<file path="src/rtl/medidor_pwm_pkg.sv">
// Shared constants for the servo PWM generator / measurer pair.
// Holds default pulse widths, period, tolerance, the FSM state encoding
// and the midpoint helper used to build the decode thresholds.
package medidor_pwm_pkg;

    localparam int unsigned LARG_W = 17;   // width of the high-pulse counter
    localparam int unsigned TMO_W  = 21;   // width of the timeout counter

    localparam int unsigned CONF_PERIODO_PAD = 1000000;  // 20 ms at 50 MHz
    localparam int unsigned LARGURA_000_PAD  = 35000;
    localparam int unsigned LARGURA_001_PAD  = 45700;
    localparam int unsigned LARGURA_010_PAD  = 56450;
    localparam int unsigned LARGURA_011_PAD  = 67150;
    localparam int unsigned LARGURA_100_PAD  = 77850;
    localparam int unsigned LARGURA_101_PAD  = 88550;
    localparam int unsigned LARGURA_110_PAD  = 99300;
    localparam int unsigned LARGURA_111_PAD  = 110000;
    localparam int unsigned TOLERANCIA_PAD   = 5000;

    typedef enum logic [1:0] {
        INICIAL       = 2'd0,
        ESPERA_SUBIDA = 2'd1,
        MEDE_ALTO     = 2'd2,
        CLASSIFICA    = 2'd3
    } estado_t;

    // Decode threshold between two adjacent nominal widths; odd sums round down.
    function automatic int unsigned limiar_medio(input int unsigned a, input int unsigned b);
        return (a + b) / 2;
    endfunction

endpackage

</file>
<file path="src/rtl/sincronizador_borda.sv">
// Two-flop synchronizer for the asynchronous PWM line followed by a
// registered edge detector. Rise/fall strobes appear 3 clocks after the
// input changes; nivel_o is the synchronized level aligned with them.
module sincronizador_borda (
    input  logic clock,
    input  logic reset,
    input  logic assincrono_i,
    output logic nivel_o,
    output logic subida_o,
    output logic descida_o
);

    logic meta_q;
    logic sinc_q;
    logic nivel_q;
    logic subida_q;
    logic descida_q;

    // Synchronizer chain; left unreset so a reset never fakes an edge on a high line.
    always_ff @(posedge clock) begin
        meta_q  <= assincrono_i;
        sinc_q  <= meta_q;
        nivel_q <= sinc_q;
    end

    // One-cycle edge strobes on the synchronized signal.
    always_ff @(posedge clock) begin
        if (reset) begin
            subida_q  <= 1'b0;
            descida_q <= 1'b0;
        end else begin
            subida_q  <= sinc_q & ~nivel_q;
            descida_q <= ~sinc_q & nivel_q;
        end
    end

    assign nivel_o   = nivel_q;
    assign subida_o  = subida_q;
    assign descida_o = descida_q;

endmodule

</file>
<file path="src/rtl/medidor_pwm_servo.sv">
// Servo PWM receiver: measures the high width of each pulse, decodes it to
// a 3-bit position code and flags out-of-range pulses and loss of signal.
// Optional build macro MEDIDOR_FILTRO_CONFIRMACAO_EN: a new code is only
// accepted after two consecutive in-range pulses decode to the same value.
module medidor_pwm_servo
    import medidor_pwm_pkg::*;
#(
    parameter int unsigned CONF_PERIODO = CONF_PERIODO_PAD,
    parameter int unsigned LARGURA_000  = LARGURA_000_PAD,
    parameter int unsigned LARGURA_001  = LARGURA_001_PAD,
    parameter int unsigned LARGURA_010  = LARGURA_010_PAD,
    parameter int unsigned LARGURA_011  = LARGURA_011_PAD,
    parameter int unsigned LARGURA_100  = LARGURA_100_PAD,
    parameter int unsigned LARGURA_101  = LARGURA_101_PAD,
    parameter int unsigned LARGURA_110  = LARGURA_110_PAD,
    parameter int unsigned LARGURA_111  = LARGURA_111_PAD,
    parameter int unsigned TOLERANCIA   = TOLERANCIA_PAD,
    parameter int unsigned TIMEOUT      = 2 * CONF_PERIODO
) (
    input  logic              clock,
    input  logic              reset,
    input  logic              pwm_in,
    output logic [2:0]        posicao,
    output logic              posicao_valida,
    output logic [LARG_W-1:0] largura_medida,
    output logic              erro,
    output logic              sem_sinal,
    output logic [1:0]        db_estado
);

    // Decode thresholds: a width at or above LIM_xxx decodes to code xxx or higher.
    localparam logic [LARG_W-1:0] LIM_001 = LARG_W'(limiar_medio(LARGURA_000, LARGURA_001));
    localparam logic [LARG_W-1:0] LIM_010 = LARG_W'(limiar_medio(LARGURA_001, LARGURA_010));
    localparam logic [LARG_W-1:0] LIM_011 = LARG_W'(limiar_medio(LARGURA_010, LARGURA_011));
    localparam logic [LARG_W-1:0] LIM_100 = LARG_W'(limiar_medio(LARGURA_011, LARGURA_100));
    localparam logic [LARG_W-1:0] LIM_101 = LARG_W'(limiar_medio(LARGURA_100, LARGURA_101));
    localparam logic [LARG_W-1:0] LIM_110 = LARG_W'(limiar_medio(LARGURA_101, LARGURA_110));
    localparam logic [LARG_W-1:0] LIM_111 = LARG_W'(limiar_medio(LARGURA_110, LARGURA_111));

    localparam logic [LARG_W-1:0] MIN_OK    = LARG_W'(LARGURA_000 - TOLERANCIA);
    localparam logic [LARG_W-1:0] MAX_OK    = LARG_W'(LARGURA_111 + TOLERANCIA);
    localparam logic [LARG_W-1:0] CNT_MAX   = '1;
    localparam logic [TMO_W-1:0]  TIMEOUT_V = TMO_W'(TIMEOUT);

    // Map a measured width to the nearest nominal code.
    function automatic logic [2:0] decodifica(input logic [LARG_W-1:0] w);
        if (w >= LIM_111)      return 3'd7;
        else if (w >= LIM_110) return 3'd6;
        else if (w >= LIM_101) return 3'd5;
        else if (w >= LIM_100) return 3'd4;
        else if (w >= LIM_011) return 3'd3;
        else if (w >= LIM_010) return 3'd2;
        else if (w >= LIM_001) return 3'd1;
        else                   return 3'd0;
    endfunction

    logic nivel;
    logic subida;
    logic descida;

    sincronizador_borda u_sinc (
        .clock        (clock),
        .reset        (reset),
        .assincrono_i (pwm_in),
        .nivel_o      (nivel),
        .subida_o     (subida),
        .descida_o    (descida)
    );

    estado_t           estado_q,    estado_d;
    logic [LARG_W-1:0] cnt_alto_q,  cnt_alto_d;
    logic [TMO_W-1:0]  timeout_q,   timeout_d;
    logic [LARG_W-1:0] largura_q,   largura_d;
    logic [2:0]        posicao_q,   posicao_d;
    logic              valida_q,    valida_d;
    logic              erro_q,      erro_d;
    logic              sem_sinal_q, sem_sinal_d;
`ifdef MEDIDOR_FILTRO_CONFIRMACAO_EN
    logic [2:0]        cand_q,      cand_d;
    logic              cand_ok_q,   cand_ok_d;
`endif

    logic [2:0] codigo;
    logic       em_faixa;

    assign codigo   = decodifica(cnt_alto_q);
    assign em_faixa = (cnt_alto_q >= MIN_OK) && (cnt_alto_q <= MAX_OK);

    // State register and all measurement/output registers.
    always_ff @(posedge clock) begin
        if (reset) begin
            estado_q    <= INICIAL;
            cnt_alto_q  <= '0;
            timeout_q   <= '0;
            largura_q   <= '0;
            posicao_q   <= '0;
            valida_q    <= 1'b0;
            erro_q      <= 1'b0;
            sem_sinal_q <= 1'b0;
`ifdef MEDIDOR_FILTRO_CONFIRMACAO_EN
            cand_q      <= '0;
            cand_ok_q   <= 1'b0;
`endif
        end else begin
            estado_q    <= estado_d;
            cnt_alto_q  <= cnt_alto_d;
            timeout_q   <= timeout_d;
            largura_q   <= largura_d;
            posicao_q   <= posicao_d;
            valida_q    <= valida_d;
            erro_q      <= erro_d;
            sem_sinal_q <= sem_sinal_d;
`ifdef MEDIDOR_FILTRO_CONFIRMACAO_EN
            cand_q      <= cand_d;
            cand_ok_q   <= cand_ok_d;
`endif
        end
    end

    // Next-state logic: pulse measurement FSM, classification and timeout tracking.
    always_comb begin
        estado_d   = estado_q;
        cnt_alto_d = cnt_alto_q;
        largura_d  = largura_q;
        posicao_d  = posicao_q;
        valida_d   = 1'b0;
        erro_d     = erro_q;
`ifdef MEDIDOR_FILTRO_CONFIRMACAO_EN
        cand_d     = cand_q;
        cand_ok_d  = cand_ok_q;
`endif

        // Any rising edge proves the line is alive; otherwise count up to the limit.
        if (subida)
            timeout_d = '0;
        else if (timeout_q != TIMEOUT_V)
            timeout_d = timeout_q + 1'b1;
        else
            timeout_d = timeout_q;
        sem_sinal_d = (timeout_d == TIMEOUT_V);

        unique case (estado_q)
            INICIAL: begin
                // Only start measuring once the line has been seen low.
                if (!nivel)
                    estado_d = ESPERA_SUBIDA;
            end
            ESPERA_SUBIDA: begin
                if (subida) begin
                    estado_d   = MEDE_ALTO;
                    cnt_alto_d = LARG_W'(1);
                end
            end
            MEDE_ALTO: begin
                if (descida)
                    estado_d = CLASSIFICA;
                else if (timeout_q == TIMEOUT_V)
                    estado_d = INICIAL;   // line stuck high: drop the pulse
                else if (cnt_alto_q != CNT_MAX)
                    cnt_alto_d = cnt_alto_q + 1'b1;
            end
            CLASSIFICA: begin
                largura_d = cnt_alto_q;
                estado_d  = ESPERA_SUBIDA;
                if (em_faixa) begin
                    erro_d = 1'b0;
`ifdef MEDIDOR_FILTRO_CONFIRMACAO_EN
                    if (cand_ok_q && (cand_q == codigo)) begin
                        posicao_d = codigo;
                        valida_d  = 1'b1;
                    end else begin
                        cand_d    = codigo;
                        cand_ok_d = 1'b1;
                    end
`else
                    posicao_d = codigo;
                    valida_d  = 1'b1;
`endif
                end else begin
                    erro_d = 1'b1;
`ifdef MEDIDOR_FILTRO_CONFIRMACAO_EN
                    cand_ok_d = 1'b0;
`endif
                end
            end
            default: estado_d = INICIAL;
        endcase
    end

    assign posicao        = posicao_q;
    assign posicao_valida = valida_q;
    assign largura_medida = largura_q;
    assign erro           = erro_q;
    assign sem_sinal      = sem_sinal_q;
    assign db_estado      = estado_q;

endmodule

</file>
<file path="config.mk">
export PLATFORM = sky130hd
export DESIGN_NAME = medidor_pwm_servo
export DESIGN_NICKNAME = d
export VERILOG_FILES = /design/src/rtl/medidor_pwm_pkg.sv /design/src/rtl/sincronizador_borda.sv /design/src/rtl/medidor_pwm_servo.sv
export SDC_FILE = /design/constraint.sdc
export NUM_CORES = 1
export LEC_CHECK = 0
export ABC_AREA = 1
export CAP_MARGIN = 40
export CORE_ASPECT_RATIO = 1.75
export CORE_MARGIN = 3
export CORE_UTILIZATION = 25
export CTS_CLUSTER_DIAMETER = 50
export DETAILED_ROUTE_END_ITERATION = 12
export PLACE_DENSITY = 0.52
export SYNTH_ARGS = -nofsm -noshare
export SYNTH_HDL_FRONTEND = slang
export SYNTH_SLANG_ARGS = --single-unit
</file>
<file path="constraint.sdc">
create_clock -name clock -period 2.31 [get_ports clock]
set_input_delay 0.693 -clock clock [delete_from_list [all_inputs] [get_ports clock]]
set_output_delay 0.693 -clock clock [all_outputs]
set_load 0.02 [all_outputs]
</file>
==> flow_summary.ini <==
[drt]
drt-vias-per-instance = 4.722
drt-pass1-iter-count = 5
finalWirelength_um = 13420
routedWlPerCell_um = 15.66
drt_iter0_drc = 253
drc_errors = 0
via_count = 4047
dr_wl_met2_um = 7554
met3WireLength_um = 325
antenna_left = 0
wirelength_met1_um = 4697
top_layer = met4

[synthesis]
ys.warnings.count = 0
syn-num-nets = 639
synthTopCellsByArea = dfxtp_1 (33%), nand2_1 (14%), nor2_1 (9.8%)
syn_area_sq_um = 4093
synthFlopType = dfxtp_1
async_flop_share_pct = 0
synth_top_area_share_pct = 33.26
ys_seq_area_share_pct = 33.26
post-synth-top-area-cell = dfxtp_1
syn_inst = 626
syn_area_per_cell_sq_um = 6.538
synthTopCellsByCount = nand2_1 (150), nor2_1 (107), dfxtp_1 (68)
synth-edff-count = 0
ys_types = 42
post-synth-top-count-cell = nand2_1
ys_seq_elements = 68

[timing]
hold_viol = 0
rsz0062_at_grt = no
worstMarginPinSlew_ns = 0.5730
clock_skew_ns = 0.007776
fmax_mhz = 479.9
post-route-period-util_pct = 90.21
setup_tns_ns = 0
period_minus_slack_ns = 2.084
slew_violations = 0
finalSetupViolations = 0
fin_ws_ns = 0.2262
relSlewSlack_pct = 61.80

[die]
dieHeight_um = 175.3
die_area_sq_um = 18000
fp.dieW_um = 102.7
core-area_sq_um = 15950
start_util_pct = 25.66
ioPinCount = 28
rows = 61

[status]
outcome = finished, final reports clean

[setup_path]
critPathKind = reg -> out
critPathSlowestCell = clkdlybuf4s50_1
cp_num_buf_inv = 1
slowest_delay_ns = 0.65
critPathLaunchType = flop
cp.required_ns = 1.62
cp_cell_sequence = clkdlybuf4s50_1
arrival_ns = 1.39
reg2reg_setup_slack_ns = 0.25
path_delay_family = buffers and inverters
cp_max_fo = 5
worstSetupEndpointType = primary output

[global_route]
grt-ovfl-total = 0
grt_pass1_vias = 4151
grt_antenna_before_repair = 0
grt_max_degree = 27
grt_usage_pct = 15.55
grt_pass1_wl_um = 21180

[placement]
place.gp.congestion = 1.036
dpl_worst_slack_ns = 0.2377
portBuffers = 27
dp_cells = 842
dpl-instance-area_sq_um = 4656
dpl.hpwl_um = 10730

[cells_and_area]
stdcell_count = 857
layout-drive-gt1-share_pct = 11.08
area_growth_pct = 20.91
nNetsFinal = 677
fillers = 1744
antenna_cells = 0
final_area_sq_um = 4949

[clock_tree]
cts_tree = done
cts_max_path_buffers = 2
clk_pin_slew_ns = 0.06
insertion_delay_ns = 0.34
root_buffer = clkbuf_16
cts_max_level = 3
postCtsSetupBuffers = 0
cts_resized = 0
cts.sinks = 68
cts_buffers = 9
postCtsHoldBufs = 0

[power]
p_per_area_nw_per_um2 = 739.7
peakVddDrop_mv = 0.2542
clkPwrFrac_pct = 37.4
leakage_nw = 2.118
intPower_mw = 2.502
power_switching_mw = 1.158
total_power_mw = 3.660
p_seq_share_pct = 37.4
netSwitchingFraction_pct = 31.65
p_comb_share_pct = 25.2

[flow_run]
drv_cap = 0

[worst_hold_path]
hp-class = reg -> reg
path summary, 6_finish.rpt:
kind                                     from                         end  cells past startpoint
setup reg to reg  cnt_alto_q[13]$_SDFFE_PP0P_  cnt_alto_q[9]$_SDFFE_PP0P_                     14
hold reg to reg         u_sinc.meta_q$_DFF_P_       u_sinc.sinc_q$_DFF_P_                      0
setup / recovery    db_estado[0]$_SDFFE_PP0P_                db_estado[0]                      1
hold / removal          u_sinc.meta_q$_DFF_P_       u_sinc.sinc_q$_DFF_P_                      0
placed cells by master, fill, tap and decap left out, types with 8 or more instances in the layout:
| cell type | n |
|---|---|
| nand2_1 | 150 |
| nor2_1 | 107 |
| dfxtp_1 | 68 |
| inv_1 | 61 |
| nand3_1 | 40 |
| a21oi_1 | 39 |
| o21ai_0 | 31 |
| clkdlybuf4s50_1 | 27 |
| buf_4 | 19 |
| nand4_1 | 13 |
| xor2_1 | 13 |
| nor3_1 | 11 |
| ha_1 | 10 |
| clkbuf_16 | 9 |
| nor2_2 | 8 |
stage by stage:
stage,util (%),hold WS [ns]
after CTS,31.02,0.3291
after floorplan,-,0.3096
after global placement,29.19,0.3117
final,31.02,0.3257
after detailed placement,29.19,0.3154
after global routing,31.02,0.3369
power by group through the flow:
| stage | clock [mW] | combinational [mW] | sequential [mW] |
|---|---|---|---|
| after floorplan | 0 | 0.488 | 1.48 |
| after global placement | 0 | 0.931 | 1.40 |
| after detailed placement | 0 | 0.928 | 1.40 |
| after CTS | 1.42 | 0.933 | 1.37 |
| after global routing | 1.46 | 1.03 | 1.39 |
| final | 1.37 | 0.922 | 1.37 |
flip-flops by register name (all words and copies together) (netlist names):
signal / count
cnt_alto_q: 17
u_sinc.descida_o: 1
u_sinc.subida_o: 1
u_sinc.sinc_q: 1
u_sinc.meta_q: 1
posicao_valida: 1
largura_medida: 17
u_sinc.nivel_o: 1
db_estado: 2
sem_sinal: 1
timeout_q: 21
posicao: 3
erro: 1
per-layer routing:
metal,vias to the layer above,global-route usage [%]
met5,-,0
met4,0,10.34
met3,50,2.663
met2,82,29.50
met1,1831,14.43
li1,2084,-
logic make-up (layout without fill, tap and decap cells):
kind of cell,count (synthesis),in the layout,share of synthesized area [%]
AOI/OAI and AO/OA,86,86,11.16
xor gates and xnor gates,15,15,3.394
adders and majority gates,10,10,3.057
buffers and inverters,90,132,9.080
DFF,68,68,33.26
and+or+nand+nor,357,357,40.05
layout make-up:
class	count	area (sq um)	area share (%)
tap	189	236.5	4.779
multi-input combinational	468	2360	47.69
sequential	68	1361	27.51
clock inverter	4	50.05	1.011
inverter	70	265.3	5.360
timing repair buffer	47	432.9	8.748
clock buffer	11	242.7	4.905
No activity file was read; power rests on OpenSTA's default activity.
